**src/rtl/pc_stack_unit.sv**
```systemverilog
// Program-counter unit: selects the next fetch address (INC/JUMP/BRANCH/CALL/RET)
// and keeps return addresses in a circular LIFO with sticky overflow/underflow.
module pc_stack_unit #(
    parameter int unsigned            ADDR_WIDTH  = 8,
    parameter logic [ADDR_WIDTH-1:0]  RESET_ADDR  = '0,
    parameter int unsigned            STACK_DEPTH = 4,
    parameter int unsigned            CNT_WIDTH   = $clog2(STACK_DEPTH + 1)
) (
    input  logic                  clock,
    input  logic                  reset_n,
    input  logic                  enable,
    input  logic [2:0]            op,
    input  logic                  cond,
    input  logic [ADDR_WIDTH-1:0] target,
    input  logic [ADDR_WIDTH-1:0] offset,
    output logic [ADDR_WIDTH-1:0] current_address,
    output logic [CNT_WIDTH-1:0]  stack_count,
    output logic                  overflow,
    output logic                  underflow
);

    typedef enum logic [2:0] {
        OP_INC    = 3'b000,
        OP_JUMP   = 3'b001,
        OP_BRANCH = 3'b010,
        OP_CALL   = 3'b011,
        OP_RET    = 3'b100
    } op_e;

    localparam int unsigned           PTR_WIDTH = (STACK_DEPTH > 1) ? $clog2(STACK_DEPTH) : 1;
    localparam logic [PTR_WIDTH-1:0]  LAST_PTR  = PTR_WIDTH'(STACK_DEPTH - 1);
    localparam logic [CNT_WIDTH-1:0]  FULL_CNT  = CNT_WIDTH'(STACK_DEPTH);

    logic [ADDR_WIDTH-1:0] stack_mem [STACK_DEPTH];
    logic [PTR_WIDTH-1:0]  wr_ptr;
    logic [PTR_WIDTH-1:0]  rd_ptr;
    logic [PTR_WIDTH-1:0]  wr_ptr_inc;
    logic [ADDR_WIDTH-1:0] seq_addr;
    logic [ADDR_WIDTH-1:0] next_addr;
    logic                  push;
    logic                  pop;
    logic                  ret_empty;
    logic                  stack_full;
    logic                  stack_empty;

    // wr_ptr names the slot the next CALL writes; the top entry sits just below it.
    assign rd_ptr      = (wr_ptr == '0) ? LAST_PTR : wr_ptr - PTR_WIDTH'(1);
    assign wr_ptr_inc  = (wr_ptr == LAST_PTR) ? '0 : wr_ptr + PTR_WIDTH'(1);
    assign seq_addr    = current_address + ADDR_WIDTH'(1);
    assign stack_full  = (stack_count == FULL_CNT);
    assign stack_empty = (stack_count == '0);

    always_comb begin
        next_addr = current_address;
        push      = 1'b0;
        pop       = 1'b0;
        ret_empty = 1'b0;
        if (enable) begin
            next_addr = seq_addr;
            case (op_e'(op))
                OP_JUMP:   next_addr = target;
                OP_BRANCH: if (cond) next_addr = current_address + offset;
                OP_CALL: begin
                    next_addr = target;
                    push      = 1'b1;
                end
                OP_RET: begin
                    if (stack_empty) begin
                        ret_empty = 1'b1;
                    end else begin
                        next_addr = stack_mem[rd_ptr];
                        pop       = 1'b1;
                    end
                end
                default: next_addr = seq_addr;
            endcase
        end
    end

    always_ff @(posedge clock or negedge reset_n) begin
        if (!reset_n) begin
            current_address <= RESET_ADDR;
            stack_count     <= '0;
            wr_ptr          <= '0;
            overflow        <= 1'b0;
            underflow       <= 1'b0;
        end else begin
            current_address <= next_addr;
            if (push) begin
                // A full stack keeps its count; the write simply replaces the oldest slot.
                wr_ptr <= wr_ptr_inc;
                if (stack_full) overflow <= 1'b1;
                else            stack_count <= stack_count + CNT_WIDTH'(1);
            end else if (pop) begin
                wr_ptr      <= rd_ptr;
                stack_count <= stack_count - CNT_WIDTH'(1);
            end
            if (ret_empty) underflow <= 1'b1;
        end
    end

    // Stack contents need no reset; validity is tracked by stack_count alone.
    always_ff @(posedge clock) begin
        if (push) stack_mem[wr_ptr] <= seq_addr;
    end

endmodule

```
**config.mk**
```make
export PLATFORM = sky130hd
export DESIGN_NAME = pc_stack_unit
export DESIGN_NICKNAME = d
export VERILOG_FILES = /design/src/rtl/pc_stack_unit.sv
export SDC_FILE = /design/constraint.sdc
export NUM_CORES = 1
export LEC_CHECK = 0
export ABC_AREA = 1
export CORE_UTILIZATION = 30
export DETAILED_ROUTE_END_ITERATION = 12
export SLEW_MARGIN = 5
export SYNTH_ARGS = -nofsm -noshare
export SYNTH_HDL_FRONTEND = slang
export SYNTH_SLANG_ARGS = --single-unit
```
**constraint.sdc**
```tcl
create_clock -name clock -period 3 [get_ports clock]
set_input_delay 0.6 -clock clock [delete_from_list [all_inputs] [get_ports clock]]
set_output_delay 0.6 -clock clock [all_outputs]
set_load 0.03 [all_outputs]
```
== Yosys cells after proc, flatten, opt, wreduce, memory -nomap -nowiden ==
Memories as Yosys holds them, arrays and structs flattened.
Cells that the tools add are included.

* Reductions and logical operators: 6
* Muxes and demuxes: 20
* Equal/unequal tests: 7
* Magnitude comparators: 0
* Add/sub/neg operators: 6
* Bitwise operators: 0
* Div/mod/pow operators: 0
* Shift operators: 0
* Multipliers: 0

{| class="wikitable"
|+ Operators with widths
! cell !! count
|-
| one-hot mux 8 bit (3 select lines) || 1
|-
| 2-to-1 mux 8 bit || 2
|-
| 2-to-1 mux 1 bit || 10
|-
| 2-to-1 mux 3 bit || 3
|-
| adder 8 x 1 -> 8 bit, second input constant || 1
|-
| adder 8 bit || 1
|-
| 2-to-1 mux 2 bit || 4
|-
| == test 3 x 2 -> 1 bit, second input constant || 2
|-
| == test 3 bit, second input constant || 2
|-
| AND reduction 2 bit || 2
|-
| adder 3 x 1 -> 3 bit, second input constant || 1
|-
| == test 3 x 1 -> 1 bit, second input constant || 1
|-
| zero test 3 bit || 1
|-
| subtractor 3 x 1 -> 3 bit, second input constant || 1
|-
| adder 2 x 1 -> 2 bit, second input constant || 1
|-
| == test 2 bit, second input constant || 1
|-
| zero test 2 bit || 1
|-
| inequality test 2 bit, second input constant || 1
|-
| nonzero test 2 bit || 1
|-
| OR reduction 2 bit || 1
|-
| subtractor 2 x 1 -> 2 bit, second input constant || 1
|}

* Memory bits (writable): 32
* Bits of input ports: 23
* Bits in read-only memories: 0
* Bits in latches: 0
* Register bits: 15
* Memories kept: 1

{| class="wikitable"
|+ Memories
! memory !! depth !! bits a word !! rd ports !! clocked after memory_dff !! wr ports !! line !! source
|-
| stack_mem || 4 || 8 || 1 || 0 || 1 || 34 || <nowiki>logic [ADDR_WIDTH-1:0] stack_mem [STACK_DEPTH];</nowiki>
|}

== Longest topological paths before layout ==
* Depth after elaboration: 6
* Depth in mapped cells: 13
* Depth with buffers taken out: 12

== Least setup slack after synthesis ==
No wires, ideal clock.

* Path kind: input to register
* From: in offset[0]
* To: reg current_address[2]
* Stages: 7
* Setup slack: 1125 ps
* Path buffers: 0
* Arrival time: 1762 ps
* Data required time: 2887 ps
* Cell sequence: ha_1 > fa_1 > or2_2 > a31oi_1 > nand3_1 > nand2_1 > inv_1

* Cells in the longest elaborated chain, start to end: 3

{| class="wikitable"
|+ Ends and longest elaborated chain
! item !! line !! source
|-
| start: declaration || 15 || <nowiki>input logic [ADDR_WIDTH-1:0] offset,</nowiki>
|-
| adder 8 bit || 62 || <nowiki>OP_BRANCH: if (cond) next_addr = current_address + offset;</nowiki>
|-
| 2-to-1 mux 8 bit || 62 ||
|-
| one-hot mux 8 bit (3 select lines) || 60 || <nowiki>case (op_e'(op))</nowiki>
|-
| end signal: assignment || 88 || <nowiki>current_address <= next_addr;</nowiki>
|-
| end: declaration || 16 || <nowiki>output logic [ADDR_WIDTH-1:0] current_address,</nowiki>
|}

Every way passes these cells.
A chain may end at the register's enable or synchronous reset.

== Final worst setup path ==
* From: reg wr_ptr[0]
* To: reg current_address[7]

* Cells in the longest elaborated chain, start to end: 5
* Elaborated cells between the ends (all ways): 6

{| class="wikitable"
|+ Ends and longest elaborated chain
! item !! line !! source
|-
| start: declaration || 35 || <nowiki>logic [PTR_WIDTH-1:0] wr_ptr;</nowiki>
|-
| start signal: assignment || 91 || <nowiki>wr_ptr <= wr_ptr_inc;</nowiki>
|-
| start signal: assignment || 95 || <nowiki>wr_ptr <= rd_ptr;</nowiki>
|-
| subtractor 2 x 1 -> 2 bit / zero test 2 bit (equally long branches) || 47 || <nowiki>assign rd_ptr = (wr_ptr == '0) ? LAST_PTR : wr_ptr - PTR_WIDTH'(1);</nowiki>
|-
| 2-to-1 mux 2 bit * || 47 ||
|-
| memory (4 x 8 bit) * || - ||
|-
| 2-to-1 mux 8 bit * || 68 || <nowiki>if (stack_empty) begin</nowiki>
|-
| one-hot mux 8 bit (3 select lines) * || 60 ||
|}

Every way passes the cells marked *; elsewhere a longest branch is shown, timed or not.

==> flow_metrics.py <==
metrics = {
    "global_route": {
        "grt_pass1_wl_mm": 10.44,
        "grt_use_total_pct": 13.64,
        "grt_max_degree": 19,
        "antenna_found_initial": 0,
        "grt_overflow": 0,
        "grt_pass1_vias": 2208,
    },
    "clock_tree": {
        "cts_tree": "built",
        "h-tree-depth": 2,
        "postCtsHoldBufs": 0,
        "root_buffer": "clkbuf_8",
        "cts_buffers": 5,
        "cts_resized": 0,
        "clock_latency_ps": 300,
        "clkTransAtPathRegs_ps": 90,
        "post_cts_buffers": 0,
        "clock_path_buffers": 2,
        "cts_sinks": 47,
    },
    "route": {
        "dr.pass1.iters": 4,
        "drtIter0Drc": 98,
        "via_count": 2297,
        "post-route-drc-count": 0,
        "avgViaCountPerCell": 4.756,
        "wirelength_mm": 6.403,
        "wl_per_cell_um": 13.26,
        "antenna_left": 0,
    },
    "sta": {
        "slew_viol_final": 0,
        "final_hold_viol_count": 0,
        "rsz0062_at_grt": "no",
        "worst_pin_slew_ps": 756.1,
        "fin_skew_ps": 9.152,
        "timing.fmax_mhz": 443.1,
        "fin_crit_ps": 2257,
        "setup_violations": 0,
        "slew_headroom_pct": 49.44,
        "fin_crit_sh_pct": 75.22,
        "timing.setup.tns_ps": 0,
    },
    "layout": {
        "nets": 411,
        "antennaDiodeCount": 0,
        "drive_gt1_share_pct": 10.93,
        "area_delta_synth_final_pct": 21.48,
        "nFillCells": 863,
        "multiInputGateArea_um2": 1276,
        "seqCellArea_um2": 1336,
    },
    "place": {
        "portBuffers": 35,
        "hpwl_mm": 4.883,
        "place.gp.congestion": 0.7940,
    },
    "floorplanning": {
        "die_x_um": 98.85,
        "die_h_um": 98.85,
        "start_util_pct": 31.65,
        "io-pin-count": 36,
        "rows": 34,
        "die_area_um2": 9771,
        "coreArea_um2": 8891,
    },
    "synth": {
        "synth_async_sr_flop_share_pct": 31.91,
        "synth.most_common_cell": "nand2_1",
        "yosys.area.top_type_share_pct": 34.15,
        "ys_warn_count": 0,
        "ys_ff_latch": 47,
        "synthesis.area_um2": 2814,
        "seq_area_frac_synth_pct": 47.49,
        "synthTopCellsByCount": "nand2_1 (99), nand3_1 (50), inv_1 (36)",
        "synthCells": 331,
        "yosysUniqueCellTypes": 32,
        "syn_nets": 368,
        "yosys.area.top_type": "edfxtp_1",
        "synth_area_per_cell_um2": 8.501,
        "synthFlopType": "edfxtp_1",
        "synth_edf_count": 32,
        "synth_area_leaders": "edfxtp_1 (34%), dfrtp_1 (13%), nand2_1 (13%), nand3_1 (8.9%), ha_1 (5.3%)",
    },
    "run": {
        "cap_violations": 0,
    },
    "critical_path": {
        "startpoint_type": "flip-flop",
        "ff2ff_setup_slack_ps": 740,
        "worstSetupPathType": "reg -> reg",
        "required_ps": 3190,
        "crit_fanout": 11,
        "r2r-end": "current_address[7]",
        "r2r_start": "wr_ptr[0]",
        "end_kind": "flip-flop",
        "rr_worst_depth": 8,
        "crit_arrival_ps": 2450,
    },
    "worst_hold_path": {
        "hp-start": "underflow",
        "hold_end": "underflow",
        "whs_path_depth": 1,
        "min_path_type": "reg -> reg",
    },
    "power_and_ir_drop": {
        "peakVddDrop_v": 0.0003115,
        "leakage_nw": 1.505,
        "total_power_w": 0.002787,
        "p_per_area_nw_per_um2": 815.3,
    },
    "run_status": {
        "status": "complete, no violations",
    },
}
-- cell families (layout without fill, tap and decap cells) --
group,Yosys count,count (layout),synth area share (%)
AO/OA/AOI/OAI,15,15,2.935
XOR/XNOR,8,8,2.757
adder cells (fa/ha/maj),14,14,6.758
buffers and inverters,47,91,7.158
flip-flops,47,47,47.49
AND/OR/NAND/NOR,200,200,32.90
-- flip-flops by register name (all words and copies together), names as in the netlist --
signal           cells
wr_ptr               2
underflow            1
current_address      8
stack_count          3
overflow             1
stack_mem           32
-- layout by cell type, fill, tap and decap left out --
| master | count |
|---|---|
| nor3_4 | 2 |
| nand4_1 | 2 |
| inv_1 | 36 |
| edfxtp_1 | 32 |
| nand2_1 | 99 |
| fa_1 | 2 |
| o21ai_0 | 5 |
| nand2_2 | 6 |
| bufinv_16 | 1 |
| o22ai_1 | 1 |
| o21bai_1 | 2 |
| clkinv_2 | 1 |
| buf_4 | 6 |
| xnor2_2 | 1 |
| nor2_4 | 2 |
| inv_4 | 2 |
| nand2_4 | 1 |
| a31oi_1 | 1 |
| nand3_1 | 50 |
| nor2_2 | 2 |
| a21oi_1 | 4 |
| nor2_1 | 27 |
| xor2_1 | 4 |
| o21ai_1 | 2 |
| clkdlybuf4s50_1 | 35 |
| clkbuf_8 | 5 |
| or2_2 | 3 |
| dfrtp_1 | 15 |
| inv_2 | 4 |
| xnor2_1 | 3 |
| ha_1 | 12 |
| nand3_2 | 4 |
| nand3b_1 | 2 |
| clkinv_4 | 1 |
-- power breakdown --
part | total (W) | internal (W) | switching, W
clock network | 0.000469 | 0.000248 | 0.000220
logic | 0.00132 | 0.000486 | 0.000829
registers | 0.00100 | 0.000850 | 0.000153
total | 0.00279 | 0.00158 | 0.00120
-- worst max-delay path by stage --
stage                         start                 end  slack, ps  cells after the start
final                     wr_ptr[0]  current_address[7]        740                      8
after global routing      wr_ptr[0]  current_address[5]        610                     10
after CTS                 wr_ptr[0]  current_address[7]        690                      8
after detailed placement      op[2]      stack_count[2]        540                      9
after global placement        op[1]      stack_count[2]        580                      8
after floorplan           offset[0]  current_address[2]       1120                      7
-- final cells by class --
class | count | share of cell area [%]
clock buffer | 5 | 2.013
sequential | 47 | 39.09
timing repair buffer | 41 | 11.57
tap | 108 | 3.953
inverter | 42 | 4.758
clock inverter | 3 | 1.281
multi-input combinational | 237 | 37.34
-- per-layer routing --
layer  GRT usage (%)  share of wire (%)
met1           16.97                 48
met2           24.42                 49
met3           2.128                2.5
met4           3.789                1.3
met5               0                  0
-- metrics by stage --
| stage | util, % | cell area (um^2) | setup WS (ps) | hold WS [ps] | cells |
|---|---|---|---|---|---|
| global placement | 37.18 | 3306 | 578.6 | 474.1 | 475 |
| CTS | 38.45 | 3418 | 693.3 | 491.8 | 483 |
| finish | 38.45 | 3418 | 743.4 | 482.6 | 483 |
| global route | 38.45 | 3418 | 607.0 | 527.6 | 483 |
| detailed placement | 37.18 | 3306 | 541.2 | 471.2 | 475 |
| floorplan | - | 2814 | 1125 | 304.4 | 331 |
-- worst max-delay path, stage by stage (launching register included) --
cell     delay [ps]
dfrtp_1         620
inv_1           150
ha_1            490
inv_1           340
nand3_1         130
nand3_1         120
nand2_1          70
nor2_1          150
a21oi_1          80
Power figures use the tool's default switching activity.
